$ cat src/rtl/led_pkg.sv
// Shared definitions for the LED pattern engine: display modes,
// bounce direction and a one-hot helper.
package led_pkg;

    typedef enum logic [1:0] {
        MODE_ROTL   = 2'b00,
        MODE_ROTR   = 2'b01,
        MODE_BOUNCE = 2'b10,
        MODE_COUNT  = 2'b11
    } mode_e;

    typedef enum logic {
        DIR_UP   = 1'b0,
        DIR_DOWN = 1'b1
    } dir_e;

    // Widest LED bank the one-hot helper can describe; callers keep the low bits.
    localparam int LED_MAX_WIDTH = 256;

    // Returns a vector with only bit 'pos' set.
    function automatic logic [LED_MAX_WIDTH-1:0] onehot(input int unsigned pos);
        logic [LED_MAX_WIDTH-1:0] one;
        one = {{(LED_MAX_WIDTH-1){1'b0}}, 1'b1};
        return one << pos;
    endfunction

endpackage

$ cat src/rtl/led_prescaler.sv
// Free-running prescaler producing a single-cycle enable every 2^DIV_FAST
// or 2^DIV_SLOW clocks. The counter is never cleared on a speed change,
// so switching speed cannot produce an extra or shortened pulse.
module led_prescaler #(
    parameter int DIV_FAST = 21,
    parameter int DIV_SLOW = 23
) (
    input  logic CLK,
    input  logic RESET,
    input  logic SPEED,
    output logic tick_en
);

    logic [DIV_SLOW-1:0] presc_q;
    logic [DIV_SLOW-1:0] presc_d;
    logic                fast_all;
    logic                slow_all;

    assign presc_d  = presc_q + 1'b1;
    assign fast_all = &presc_q[DIV_FAST-1:0];
    assign slow_all = &presc_q;
    assign tick_en  = SPEED ? slow_all : fast_all;

    // Wrapping up-counter shared by both speeds.
    always_ff @(posedge CLK or posedge RESET) begin
        if (RESET) begin
            presc_q <= '0;
        end else begin
            presc_q <= presc_d;
        end
    end

endmodule

$ cat src/rtl/led_pattern_engine.sv
// LED pattern sequencer: rotate-left, rotate-right, bounce and binary count,
// advancing once per prescaler tick. LED and TICK are registered.
// Optional feature macro LED_PWM_EN adds a BRIGHT input that dims lit LEDs
// with a 3-bit PWM (duty = (BRIGHT+1)/8).
module led_pattern_engine
    import led_pkg::*;
#(
    parameter int WIDTH      = 16,
    parameter int DIV_FAST   = 21,
    parameter int DIV_SLOW   = 23,
    parameter bit ACTIVE_LOW = 1'b1
) (
    input  logic             CLK,
    input  logic             RESET,
    input  logic [1:0]       MODE,
    input  logic             SPEED,
`ifdef LED_PWM_EN
    input  logic [2:0]       BRIGHT,
`endif
    output logic [WIDTH-1:0] LED,
    output logic             TICK
);

    localparam int               PW        = (WIDTH > 1) ? $clog2(WIDTH) : 1;
    localparam logic [PW-1:0]    POS_MAX   = PW'(WIDTH - 1);
    localparam logic [WIDTH-1:0] POL       = {WIDTH{ACTIVE_LOW}};
    localparam logic [WIDTH-1:0] RESET_LED = WIDTH'(1) ^ POL;

    logic             tick_en;
    mode_e            mode_q, mode_d;
    dir_e             dir_q, dir_d;
    logic [PW-1:0]    pos_q, pos_d;
    logic [WIDTH-1:0] cnt_q, cnt_d;
    logic [WIDTH-1:0] lit_d;
    logic [WIDTH-1:0] led_q, led_d;
    logic             tick_q;

    led_prescaler #(
        .DIV_FAST (DIV_FAST),
        .DIV_SLOW (DIV_SLOW)
    ) u_prescaler (
        .CLK     (CLK),
        .RESET   (RESET),
        .SPEED   (SPEED),
        .tick_en (tick_en)
    );

    // Next pattern state: a mode change restarts the pattern instead of advancing.
    always_comb begin
        mode_d = mode_q;
        dir_d  = dir_q;
        pos_d  = pos_q;
        cnt_d  = cnt_q;
        if (tick_en) begin
            if (MODE != mode_q) begin
                mode_d = mode_e'(MODE);
                dir_d  = DIR_UP;
                pos_d  = '0;
                cnt_d  = '0;
            end else begin
                unique case (mode_q)
                    MODE_ROTL:   pos_d = (pos_q == POS_MAX) ? '0 : pos_q + 1'b1;
                    MODE_ROTR:   pos_d = (pos_q == '0) ? POS_MAX : pos_q - 1'b1;
                    MODE_BOUNCE: begin
                        if (dir_q == DIR_UP) begin
                            if (pos_q == POS_MAX) begin
                                dir_d = DIR_DOWN;
                                pos_d = POS_MAX - 1'b1;
                            end else begin
                                pos_d = pos_q + 1'b1;
                            end
                        end else begin
                            if (pos_q == '0) begin
                                dir_d = DIR_UP;
                                pos_d = PW'(1);
                            end else begin
                                pos_d = pos_q - 1'b1;
                            end
                        end
                    end
                    default:     cnt_d = cnt_q + 1'b1;
                endcase
            end
        end
        lit_d = (mode_d == MODE_COUNT) ? cnt_d : WIDTH'(onehot(32'(pos_d)));
    end

`ifdef LED_PWM_EN
    logic [2:0] pwm_q, pwm_d;
    logic       pwm_on;

    assign pwm_d  = pwm_q + 1'b1;
    assign pwm_on = (pwm_d <= BRIGHT);
    assign led_d  = (lit_d & {WIDTH{pwm_on}}) ^ POL;

    // PWM phase counter, advancing every clock.
    always_ff @(posedge CLK or posedge RESET) begin
        if (RESET) begin
            pwm_q <= '0;
        end else begin
            pwm_q <= pwm_d;
        end
    end
`else
    assign led_d = lit_d ^ POL;
`endif

    // Pattern state, registered LED drive and tick strobe.
    always_ff @(posedge CLK or posedge RESET) begin
        if (RESET) begin
            mode_q <= MODE_ROTL;
            dir_q  <= DIR_UP;
            pos_q  <= '0;
            cnt_q  <= '0;
            led_q  <= RESET_LED;
            tick_q <= 1'b0;
        end else begin
            mode_q <= mode_d;
            dir_q  <= dir_d;
            pos_q  <= pos_d;
            cnt_q  <= cnt_d;
            led_q  <= led_d;
            tick_q <= tick_en;
        end
    end

    assign LED  = led_q;
    assign TICK = tick_q;

endmodule

$ cat config.mk
export PLATFORM = sky130hd
export DESIGN_NAME = led_pattern_engine
export DESIGN_NICKNAME = d
export VERILOG_FILES = /design/src/rtl/led_pkg.sv /design/src/rtl/led_prescaler.sv /design/src/rtl/led_pattern_engine.sv
export SDC_FILE = /design/constraint.sdc
export NUM_CORES = 1
export LEC_CHECK = 0
export BUFFER_PORTS_ARGS = -buffer_cell sky130_fd_sc_hd__buf_2
export CORE_UTILIZATION = 35
export CTS_CLUSTER_DIAMETER = 150
export DETAILED_ROUTE_END_ITERATION = 12
export PLACE_DENSITY = 0.54
export REMOVE_ABC_BUFFERS = 1
export SLEW_MARGIN = 20
export SYNTH_ARGS = -nofsm -noshare
export SYNTH_HDL_FRONTEND = slang
export SYNTH_HIERARCHICAL = 1
export SYNTH_SLANG_ARGS = --single-unit
$ cat constraint.sdc
create_clock -name CLK -period 8.6 [get_ports CLK]
set_input_delay 0.86 -clock CLK [delete_from_list [all_inputs] [get_ports CLK]]
set_output_delay 0.86 -clock CLK [all_outputs]
set_load 0.03 [all_outputs]
==> results of run 1 <==
placed cells by master (no fill, tap or decap), types with 9 or more instances in the layout:
master / synthesis / layout
xnor2_1: 21 / 21
nand3_1: 13 / 13
o21ai_0: 9 / 9
inv_1: 10 / 10
nand2_1: 23 / 23
nor2_1: 19 / 19
a21oi_1: 11 / 11
dfrtp_1: 48 / 48
a32oi_1: 16 / 16
clkbuf_8: 0 / 12
dfstp_2: 15 / 15
buf_2: 6 / 21
xor2_1: 14 / 14
nand4_1: 17 / 17
sequential cells by signal, indices dropped and copies added, names as in the netlist:
register / flops
u_prescaler/presc_q: 23
LED: 16
cnt_q: 16
pos_q: 4
mode_q: 2
TICK: 1
dir_q: 1
kinds of logic after synthesis:
| family | count (synthesis) |
|---|---|
| buffers and inverters | 26 |
| xor gates and xnor gates | 35 |
| muxes | 2 |
| and+or+nand+nor | 126 |
| DFF | 63 |
| AOI/OAI and AO/OA | 64 |
| adders and majority gates | 5 |
power groups by stage:
stage / combinational (mW) / clock, mW / sequential, mW
floorplan: 0.0133 / 0 / 0.306
global placement: 0.0219 / 0 / 0.305
detailed placement: 0.0218 / 0 / 0.305
CTS: 0.0219 / 0.305 / 0.300
global route: 0.0243 / 0.320 / 0.300
finish: 0.0214 / 0.296 / 0.300
metal layers:
| layer | vias to the layer above | GRT usage | wire length (um) |
|---|---|---|---|
| met1 | 1234 | 0.210 | 3500 |
| met3 | 8 | 0.0425 | 279 |
| li1 | 1239 | - | - |
| met4 | 0 | 0.0546 | 83 |
| met5 | - | 0 | 0 |
| met2 | 47 | 0.255 | 3640 |
layout make-up:
cell class | count | area [sq um] | share of cell area
clock buffer | 13 | 169 | 0.0440
clock inverter | 3 | 65.1 | 0.0170
inverter | 12 | 47.5 | 0.0124
multi-input combinational | 232 | 1680 | 0.437
sequential | 63 | 1600 | 0.416
tap | 129 | 161 | 0.0421
timing repair buffer | 23 | 120 | 0.0313
worst paths after layout:
path | from | slack (ns) | endpoint
setup / recovery | u_prescaler/presc_q[0] | 4.79 | LED[6]
hold / removal | u_prescaler/presc_q[19] | 0.47 | u_prescaler/presc_q[19]
setup reg to reg | u_prescaler/presc_q[0] | 4.79 | LED[6]
hold reg to reg | u_prescaler/presc_q[19] | 0.47 | u_prescaler/presc_q[19]
max in group asynchronous | RESET | 7.32 | u_prescaler/presc_q[10]
min in group asynchronous | RESET | 0.65 | mode_q[0]
through the flow:
| stage | setup slack (ns) | instance area [sq um] | power [mW] |
|---|---|---|---|
| final | 4.79 | 3830 | 0.617 |
| after global routing | 4.49 | 3830 | 0.645 |
| after CTS | 4.79 | 3830 | 0.627 |
| after detailed placement | 4.82 | 3600 | 0.327 |
| after global placement | 4.92 | 3600 | 0.327 |
| after floorplan | 5.01 | 3310 | 0.319 |
worst register-to-register path, delay by kind of cell (launching register included):
family | cells | cell delay [ns]
buffers and inverters | 1 | 0.26
adders and majority gates | 1 | 0.22
AOI/OAI and AO/OA | 3 | 0.87
and+or+nand+nor | 4 | 1.94
DFF | 1 | 0.40
==> impl_metrics.env, run 1 <==
export IMPL_status="finished clean"
export IMPL_grt_pass1_vias=2417
export IMPL_antenna_cells=0
export IMPL_crit_required_ns=8.82
export IMPL_layout_min_cycle_time_ns=3.81
export IMPL_crit_path_max_fanout=23
export IMPL_path_cells="ha_1, nand3_2, or3_1, nor4_4, inv_1, o32a_1, a32o_1, nor3_2, a32oi_1"
export IMPL_hold_class="reg -> reg"
export IMPL_design_die_area_sq_mm=0.0101
export IMPL_synth_xor_area_share=0.0905
export IMPL_synth_adder_area_share=0.0185
export IMPL_finalWirelength_mm=7.50
export IMPL_die_y_um=100
export IMPL_critPathLaunchType="flip-flop"
export IMPL_post_dp_hpwl_mm=5.28
export IMPL_drt_pass1_iter_count=4
export IMPL_yosysTopAreaCell="dfrtp_1"
export IMPL_hold_depth=1
export IMPL_post_route_period_util=0.443
export IMPL_internal_power_uw=490
export IMPL_ys_types=65
export IMPL_p_sw_uw=127
export IMPL_fin_nets=351
export IMPL_synth_most_common_cell="dfrtp_1"
export IMPL_postCtsSetupBuffers=0
export IMPL_final_instance_count_excl_fill=475
export IMPL_cp_data_arrival_time_ns=4.03
export IMPL_num_rows=35
export IMPL_syn_avg_cell_area_sq_um=10.5
export IMPL_setup_viol=0
export IMPL_antenna_found_initial=0
export IMPL_grt_start_max_net_pins=41
export IMPL_clk_pin_slew_worst_paths_ns=0.07
export IMPL_final_util=0.413
export IMPL_yosys_top_cells_count="dfrtp_1, nand2_1, xnor2_1"
export IMPL_drtIter0Drc=127
export IMPL_fin_skew_ns=0.0112
export IMPL_cts_tree="built"
export IMPL_dp_cells=459
export IMPL_vdd_drop_max_mv=0.0657
export IMPL_netlist_area_sq_mm=0.00339
export IMPL_synth_edff_count=0
export IMPL_yosys_register_bits=63
export IMPL_overflow=0
export IMPL_cap_violations=0
export IMPL_grt_usage=0.160
export IMPL_synth_area_top_cells="dfrtp_1, dfstp_2, xnor2_1, a32oi_1, xor2_1"
export IMPL_syn_inst=321
export IMPL_crit_family="simple AND/OR/NAND/NOR gates"
export IMPL_core_area_sq_mm=0.00928
export IMPL_slew_headroom=0.311
export IMPL_wl_per_cell_um=15.8
export IMPL_fmax_mhz=262
export IMPL_start_util=0.365
export IMPL_cp_num_buf_inv=1
export IMPL_whs_ns=0.468
export IMPL_hold_violations=0
export IMPL_netSwitchingFraction=0.206
export IMPL_fp_dieW_um=100
export IMPL_setup_tns_ns=0
export IMPL_dr_total_vias=2528
export IMPL_io_buffers=21
export IMPL_pwr_share_comb=0.035
export IMPL_globalplace_congestion=0.796
export IMPL_clock_path_buffers=2
export IMPL_p_per_area_mw_per_mm2=161
export IMPL_rsz0062_at_grt="no"
export IMPL_cp_depth=9
export IMPL_slowest_delay_ns=0.90
export IMPL_synth_compound_area_frac=0.156
export IMPL_drive_above_1_share=0.220
export IMPL_postSynth_asyncResetShare=1.00
export IMPL_p_leak_nw=1.54
export IMPL_fill_cells=930
export IMPL_grt_pass1_wl_mm=12.3
export IMPL_cts_sinks=63
export IMPL_holdBufCountCts=0
export IMPL_cts_buffers=9
export IMPL_area_delta_synth_final_pct=13.3
export IMPL_slowest_stage="nor4_4"
export IMPL_r2r_cells=9
export IMPL_synth_mux_area_frac=0.00628
export IMPL_p_seq_frac=0.486
export IMPL_yosys_area_share_simple=0.221
export IMPL_drcViolationCount=0
export IMPL_critPathCaptureType="flip-flop"
export IMPL_pin_count=22
export IMPL_h_tree_depth=3
export IMPL_worst_slew_pin_slew_ns=1.03
export IMPL_finalMaxSlewViolations=0
export IMPL_ys_seq_area_frac=0.471
export IMPL_cts_root_buf="clkbuf_8"
export IMPL_yosys_most_used_dff="dfrtp_1"
export IMPL_viasPerCell=5.32
export IMPL_ys_warn_count=6
export IMPL_power_share_clock=0.479
export IMPL_critPathKind="reg -> reg"
export IMPL_synth_top_family_by_area="simple AND/OR/NAND/NOR gates"
export IMPL_synth_top_area_frac=0.355
export IMPL_ant_nets=0
export IMPL_cts_resized=0
export IMPL_clk_latency_ns=0.33
No activity file was read; power rests on OpenSTA's default activity.
==> run 2: changes to the inputs <==
--- a/config.mk
+++ b/config.mk
@@ -9,7 +9,7 @@
 export CORE_UTILIZATION = 35
 export CTS_CLUSTER_DIAMETER = 150
 export DETAILED_ROUTE_END_ITERATION = 12
-export PLACE_DENSITY = 0.54
+export PLACE_DENSITY = 0.56
 export REMOVE_ABC_BUFFERS = 1
 export SLEW_MARGIN = 20
 export SYNTH_ARGS = -nofsm -noshare
==> constraint.sdc (replaced) <==
create_clock -name CLK -period 3.21 [get_ports CLK]
set_input_delay 0.321 -clock CLK [delete_from_list [all_inputs] [get_ports CLK]]
set_output_delay 0.321 -clock CLK [all_outputs]
set_load 0.03 [all_outputs]
==> run 2 against run 1 <==
Combinational power rose to 2.7 times the previous value. Clock skew barely moved. Critical endpoint is now LED[3]. Critical path type unchanged. Sequential cell count did not move.
==> impl_metrics.env, run 2 (same netlist as run 1, synthesis figures left out) <==
export IMPL_status="finished clean"
export IMPL_fill_cells=942
export IMPL_reg2reg_slack_ns=0.18
export IMPL_post_dp_hpwl_mm=5.38
export IMPL_cts_sinks=63
export IMPL_start_util=0.365
export IMPL_drtIter0Drc=112
export IMPL_critPathLaunchType="flip-flop"
export IMPL_die_y_um=100
export IMPL_whs_ns=0.117
export IMPL_overflow=0
export IMPL_cap_violations=0
export IMPL_fin_nets=359
export IMPL_cts_root_buf="clkbuf_8"
export IMPL_area_delta_synth_final_pct=14.7
export IMPL_critPathKind="reg -> reg"
export IMPL_fin_ws_ns=0.180
export IMPL_slew_headroom=0.419
export IMPL_post_route_period_util=0.944
export IMPL_crit_path_max_fanout=8
export IMPL_antenna_found_initial=0
export IMPL_path_cells="ha_4, nand3_4, or3_4, nor4_4, buf_4, or3b_1, o32a_1, a32o_1, o21ba_2, a32oi_1"
export IMPL_hold_class="in -> async"
export IMPL_vdd_drop_max_mv=0.211
export IMPL_final_area_sq_mm=0.00388
export IMPL_globalplace_congestion=0.807
export IMPL_io_buffers=21
export IMPL_holdBufCountCts=0
export IMPL_dr_total_vias=2612
export IMPL_clock_path_buffers=2
export IMPL_viasPerCell=5.41
export IMPL_largest_reg_flops=23
export IMPL_dpl_cell_area_sq_mm=0.00364
export IMPL_grt_pass1_wl_mm=13.2
export IMPL_grt_pass1_vias=2487
export IMPL_drive_above_1_share=0.249
export IMPL_wl_per_cell_um=16.3
export IMPL_clk_latency_ns=0.34
export IMPL_r2r_end="LED[3]"
export IMPL_final_util=0.418
export IMPL_r2r_cells=10
export IMPL_num_rows=35
export IMPL_cts_buffers=9
export IMPL_setup_viol=0
export IMPL_hold_violations=0
export IMPL_finalWirelength_mm=7.87
export IMPL_grt_usage=0.170
export IMPL_ant_nets=0
export IMPL_antenna_cells=0
export IMPL_rsz0062_at_grt="no"
export IMPL_p_leak_nw=1.56
export IMPL_layout_min_cycle_time_ns=3.03
export IMPL_setup_tns_ns=0
export IMPL_critPathCaptureType="flip-flop"
export IMPL_grt_start_max_net_pins=41
export IMPL_pin_count=22
export IMPL_preCtsSetupSlack_ns=0.108
export IMPL_crit_required_ns=3.47
export IMPL_cts_tree="built"
export IMPL_slowest_stage="dfrtp_1"
export IMPL_design_die_area_sq_mm=0.0101
export IMPL_drt_pass1_iter_count=4
export IMPL_total_power_mw=1.52
export IMPL_drcViolationCount=0
export IMPL_finalMaxSlewViolations=0
export IMPL_final_instance_count_excl_fill=483
export IMPL_layout_common_cells="dfrtp_1, nand2_1, xnor2_1, buf_2, nor2_1"
export IMPL_crit_family="simple AND/OR/NAND/NOR gates"
export IMPL_worst_slew_pin_slew_ns=0.870
export IMPL_h_tree_depth=3
export IMPL_cp_data_arrival_time_ns=3.29
export IMPL_cp_num_buf_inv=1
export IMPL_clk_pin_slew_worst_paths_ns=0.07
export IMPL_p_per_area_mw_per_mm2=391
export IMPL_core_area_sq_mm=0.00928
export IMPL_fmax_mhz=330
export IMPL_r2r_start="u_prescaler/presc_q[1]"
export IMPL_top_register="u_prescaler/presc_q"
export IMPL_fp_dieW_um=100
export IMPL_fin_skew_ns=0.0109
export IMPL_final_common_cell="dfrtp_1"
export IMPL_dp_cells=464
export IMPL_slowest_delay_ns=0.43
==> run 2: layer usage <==
layer / vias up / track usage / wire, um
met3: 9 / 0.0446 / 300
met1: 1291 / 0.242 / 3840
met5: - / 0 / 0
li1: 1255 / - / -
met4: 0 / 0.0569 / 99
met2: 57 / 0.251 / 3630
==> run 2: layout make-up <==
| type | instances | area, sq um | share of cell area |
|---|---|---|---|
| clock buffers | 14 | 173 | 0.0445 |
| multi-input cells | 232 | 1710 | 0.440 |
| flip-flops and latches | 63 | 1600 | 0.411 |
| clock inverters | 2 | 15.0 | 0.00387 |
| well taps | 129 | 161 | 0.0416 |
| inverters | 12 | 47.5 | 0.0122 |
| repair buffers | 31 | 180 | 0.0464 |
==> run 2: worst max-delay path by stage <==
stage	depth (start not counted)	end	slack, ns	start
after global placement	9	LED[11]	0.25	u_prescaler/presc_q[0]
after floorplan	9	LED[4]	-0.38	u_prescaler/presc_q[0]
after global routing	11	LED[13]	0.01	u_prescaler/presc_q[1]
final	10	LED[3]	0.18	u_prescaler/presc_q[1]
after CTS	9	LED[0]	0.08	u_prescaler/presc_q[0]
after detailed placement	9	LED[0]	0.11	u_prescaler/presc_q[0]
==> run 2: repair_timing <==
| item | CTS | global route |
|---|---|---|
| endpoints found under the setup margin | 0 | 16 |
| setup buffers | 0 | 3 |
| gates resized for setup | 0 | 7 |
==> run 2: where the power goes <==
| part | internal (mW) | switching, mW | total [mW] |
|---|---|---|---|
| clock network | 0.345 | 0.309 | 0.654 |
| logic | 0.0153 | 0.0427 | 0.0580 |
| registers | 0.797 | 0.00767 | 0.805 |
==> run 2: tightest hold or removal path: cells and delay by family <==
family,cells,cell delay [ns]
buffers and inverters,3,0.57
==> run 3: changes to the inputs <==
--- a/config.mk
+++ b/config.mk
@@ -5,6 +5,7 @@
 export SDC_FILE = /design/constraint.sdc
 export NUM_CORES = 1
 export LEC_CHECK = 0
+export ABC_AREA = 1
 export BUFFER_PORTS_ARGS = -buffer_cell sky130_fd_sc_hd__buf_2
 export CORE_UTILIZATION = 35
 export CTS_CLUSTER_DIAMETER = 150
==> run 3 against run 2 <==
Synthesized cell count grew 51%. Routed wire length grew 1.4%. Cell count grew 36%. Area after synthesis grew 9.6%. Core utilization shrank 1.6 points. Setup slack gained 0.50 ns. Non-clock buffer count shrank 8. Clock power grew 5.7%.
==> impl_metrics.env, run 3 <==
export IMPL_h_tree_depth=3
export IMPL_overflow=0
export IMPL_syn_inst=486
export IMPL_hold_violations=0
export IMPL_viasPerCell=4.57
export IMPL_r2r_cells=13
export IMPL_path_cells="ha_1, nand2_2, nor2_4, nand2_4, nor2_8, nand3_2, nor2_2, buf_4, o21ai_0, nand2_2, inv_1, nor2_1, a21oi_1"
export IMPL_postSynth_asyncResetShare=1.00
export IMPL_fp_dieW_um=105
export IMPL_synth_adder_area_share=0.0169
export IMPL_drt_pass1_iter_count=5
export IMPL_yosys_top_cells_count="nand2_1, nor2_1, inv_1"
export IMPL_fin_skew_ns=0.00891
export IMPL_cts_resized=0
export IMPL_grt_pass1_vias=2969
export IMPL_grt_usage=0.161
export IMPL_r2r_start="u_prescaler/presc_q[1]"
export IMPL_slowest_stage="dfrtp_1"
export IMPL_ys_types=33
export IMPL_yosys_register_bits=63
export IMPL_dr_total_vias=2999
export IMPL_clock_path_buffers=2
export IMPL_vdd_drop_max_mv=0.171
export IMPL_worst_slew_pin_slew_ns=0.879
export IMPL_clk_pin_slew_worst_paths_ns=0.08
export IMPL_cts_buffers=9
export IMPL_core_area_sq_mm=0.0103
export IMPL_antenna_found_initial=0
export IMPL_netSwitchingFraction=0.274
export IMPL_slowest_delay_ns=0.39
export IMPL_antenna_cells=0
export IMPL_cp_num_buf_inv=2
export IMPL_synth_edff_count=0
export IMPL_cap_violations=0
export IMPL_ys_seq_area_frac=0.430
export IMPL_num_rows=37
export IMPL_synth_area_top_cells="dfrtp_1, nand2_1, dfstp_2, nor2_1, inv_1"
export IMPL_worstSetupStartpoint="u_prescaler/presc_q[1]"
export IMPL_synth_most_common_cell="nand2_1"
export IMPL_wl_per_cell_um=12.2
export IMPL_preCtsSetupSlack_ns=0.656
export IMPL_hold_class="in -> async"
export IMPL_internal_power_mw=1.22
export IMPL_synth_mux_area_frac=0.00270
export IMPL_synth_xor_area_share=0.0415
export IMPL_fmax_mhz=395
export IMPL_critPathCaptureType="flip-flop"
export IMPL_largest_reg_flops=23
export IMPL_crit_required_ns=3.46
export IMPL_syn_avg_cell_area_sq_um=7.64
export IMPL_synth_compound_area_frac=0.0401
export IMPL_final_common_cell="nand2_1"
export IMPL_status="finished clean"
export IMPL_final_util=0.402
export IMPL_design_die_area_sq_mm=0.0110
export IMPL_top_register="u_prescaler/presc_q"
export IMPL_drive_above_1_share=0.210
export IMPL_yosys_area_share_simple=0.382
export IMPL_grt_start_max_net_pins=41
export IMPL_reg2reg_slack_ns=0.68
export IMPL_total_power_mw=1.68
export IMPL_clk_latency_ns=0.34
export IMPL_start_util=0.359
export IMPL_synth_top_area_frac=0.324
export IMPL_pin_count=22
export IMPL_die_y_um=105
export IMPL_drtIter0Drc=95
export IMPL_crit_path_max_fanout=19
export IMPL_post_dp_hpwl_mm=6.08
export IMPL_p_leak_nw=2.11
export IMPL_setup_viol=0
export IMPL_setup_tns_ns=0
export IMPL_cp_depth=13
export IMPL_critPathLaunchType="flip-flop"
export IMPL_cts_sinks=63
export IMPL_cts_tree="built"
export IMPL_netlist_area_sq_mm=0.00371
export IMPL_yosys_most_used_dff="dfrtp_1"
export IMPL_grt_pass1_wl_mm=14.1
export IMPL_whs_ns=0.0800
export IMPL_drcViolationCount=0
export IMPL_pwr_share_comb=0.092
export IMPL_crit_top_cell="nand2_2"
export IMPL_critPathKind="reg -> reg"
export IMPL_cp_data_arrival_time_ns=2.79
export IMPL_rsz0062_at_grt="no"
export IMPL_layout_min_cycle_time_ns=2.53
export IMPL_p_sw_uw=460
export IMPL_p_seq_frac=0.498
export IMPL_crit_family="simple AND/OR/NAND/NOR gates"
export IMPL_cts_root_buf="clkbuf_8"
export IMPL_crit_path_end="LED[11]"
export IMPL_p_per_area_mw_per_mm2=405
export IMPL_layout_common_cells="nand2_1, nor2_1, inv_1"
export IMPL_fin_ws_ns=0.675
export IMPL_area_delta_synth_final_pct=11.8
export IMPL_io_buffers=21
export IMPL_post_route_period_util=0.790
export IMPL_postCtsSetupBuffers=0
export IMPL_r2r_end="LED[11]"
export IMPL_fin_nets=525
export IMPL_ant_nets=0
export IMPL_slew_headroom=0.413
export IMPL_finalMaxSlewViolations=0
export IMPL_power_share_clock=0.410
export IMPL_ys_warn_count=6
export IMPL_synth_top_family_by_area="simple AND/OR/NAND/NOR gates"
export IMPL_yosysTopAreaCell="dfrtp_1"
export IMPL_globalplace_congestion=0.829
export IMPL_holdBufCountCts=0
export IMPL_finalWirelength_mm=7.98
## run 3: cell types whose count changed in the layout (fill, tap and decap cells not counted), sizes merged, moves of 8 or more
cell,previous run,this run
nand4,18,6
xnor2,21,5
nand3,15,47
inv,12,73
nor2,19,93
nand2,23,139
buf,31,23
a32oi,16,0
## run 3: power by group through the flow
stage	Clock, mW	Sequential, mW	Combinational [mW]
6_report	0.691	0.838	0.154
3_3_place_gp	0	0.852	0.155
5_1_grt	0.757	0.841	0.176
3_5_place_dp	0	0.852	0.156
4_1_cts	0.715	0.838	0.157
2_1_floorplan	0	0.869	0.0953
## run 3: final cells by class
type	instances	area [sq um]
sequential	63	1600
multi-input combinational	345	1790
inverter	73	274
timing repair buffer	23	120
clock buffer	9	124
tap	136	170
clock inverter	7	73.8
fill	1064	6170
## run 3: how the worst min path moves through the flow
stage,startpoint,endpoint,slack (ns)
2_1_floorplan,RESET,u_prescaler/presc_q[0],0.32
3_3_place_gp,RESET,dir_q,0.48
3_5_place_dp,RESET,dir_q,0.48
4_1_cts,RESET,dir_q,0.10
5_1_grt,RESET,dir_q,0.12
6_report,RESET,dir_q,0.08
## run 3: cells by family (layout without fill, tap and decap cells)
kind of cell / Yosys count / after routing
muxes: 1 / 1
buffers and inverters: 78 / 112
adders and majority gates: 5 / 5
and+or+nand+nor: 298 / 298
AOI/OAI and AO/OA: 26 / 26
DFF: 63 / 63
xor gates and xnor gates: 15 / 15
## run 3: layer usage
layer  GRT usage  wire length (um)  up-vias
met2       0.282              3990       46
li1            -                 -     1561
met5           0                 0        -
met3      0.0299               267       11
met1       0.202              3600     1381
met4      0.0443               119        0
## run 3: worst reg2reg max path, cell delays in order, from the launching register on
cell	delay [ns]
dfrtp_1	0.39
ha_1	0.24
nand2_2	0.09
nor2_4	0.12
nand2_4	0.10
nor2_8	0.14
nand3_2	0.08
nor2_2	0.08
buf_4	0.20
o21ai_0	0.16
nand2_2	0.34
inv_1	0.15
nor2_1	0.26
a21oi_1	0.13
## run 3: through the flow
stage / instance area, sq um / cells
after floorplan: 3660 / 481
after global placement: 3950 / 640
after detailed placement: 3950 / 640
after CTS: 4150 / 656
after global routing: 4150 / 656
final: 4150 / 656
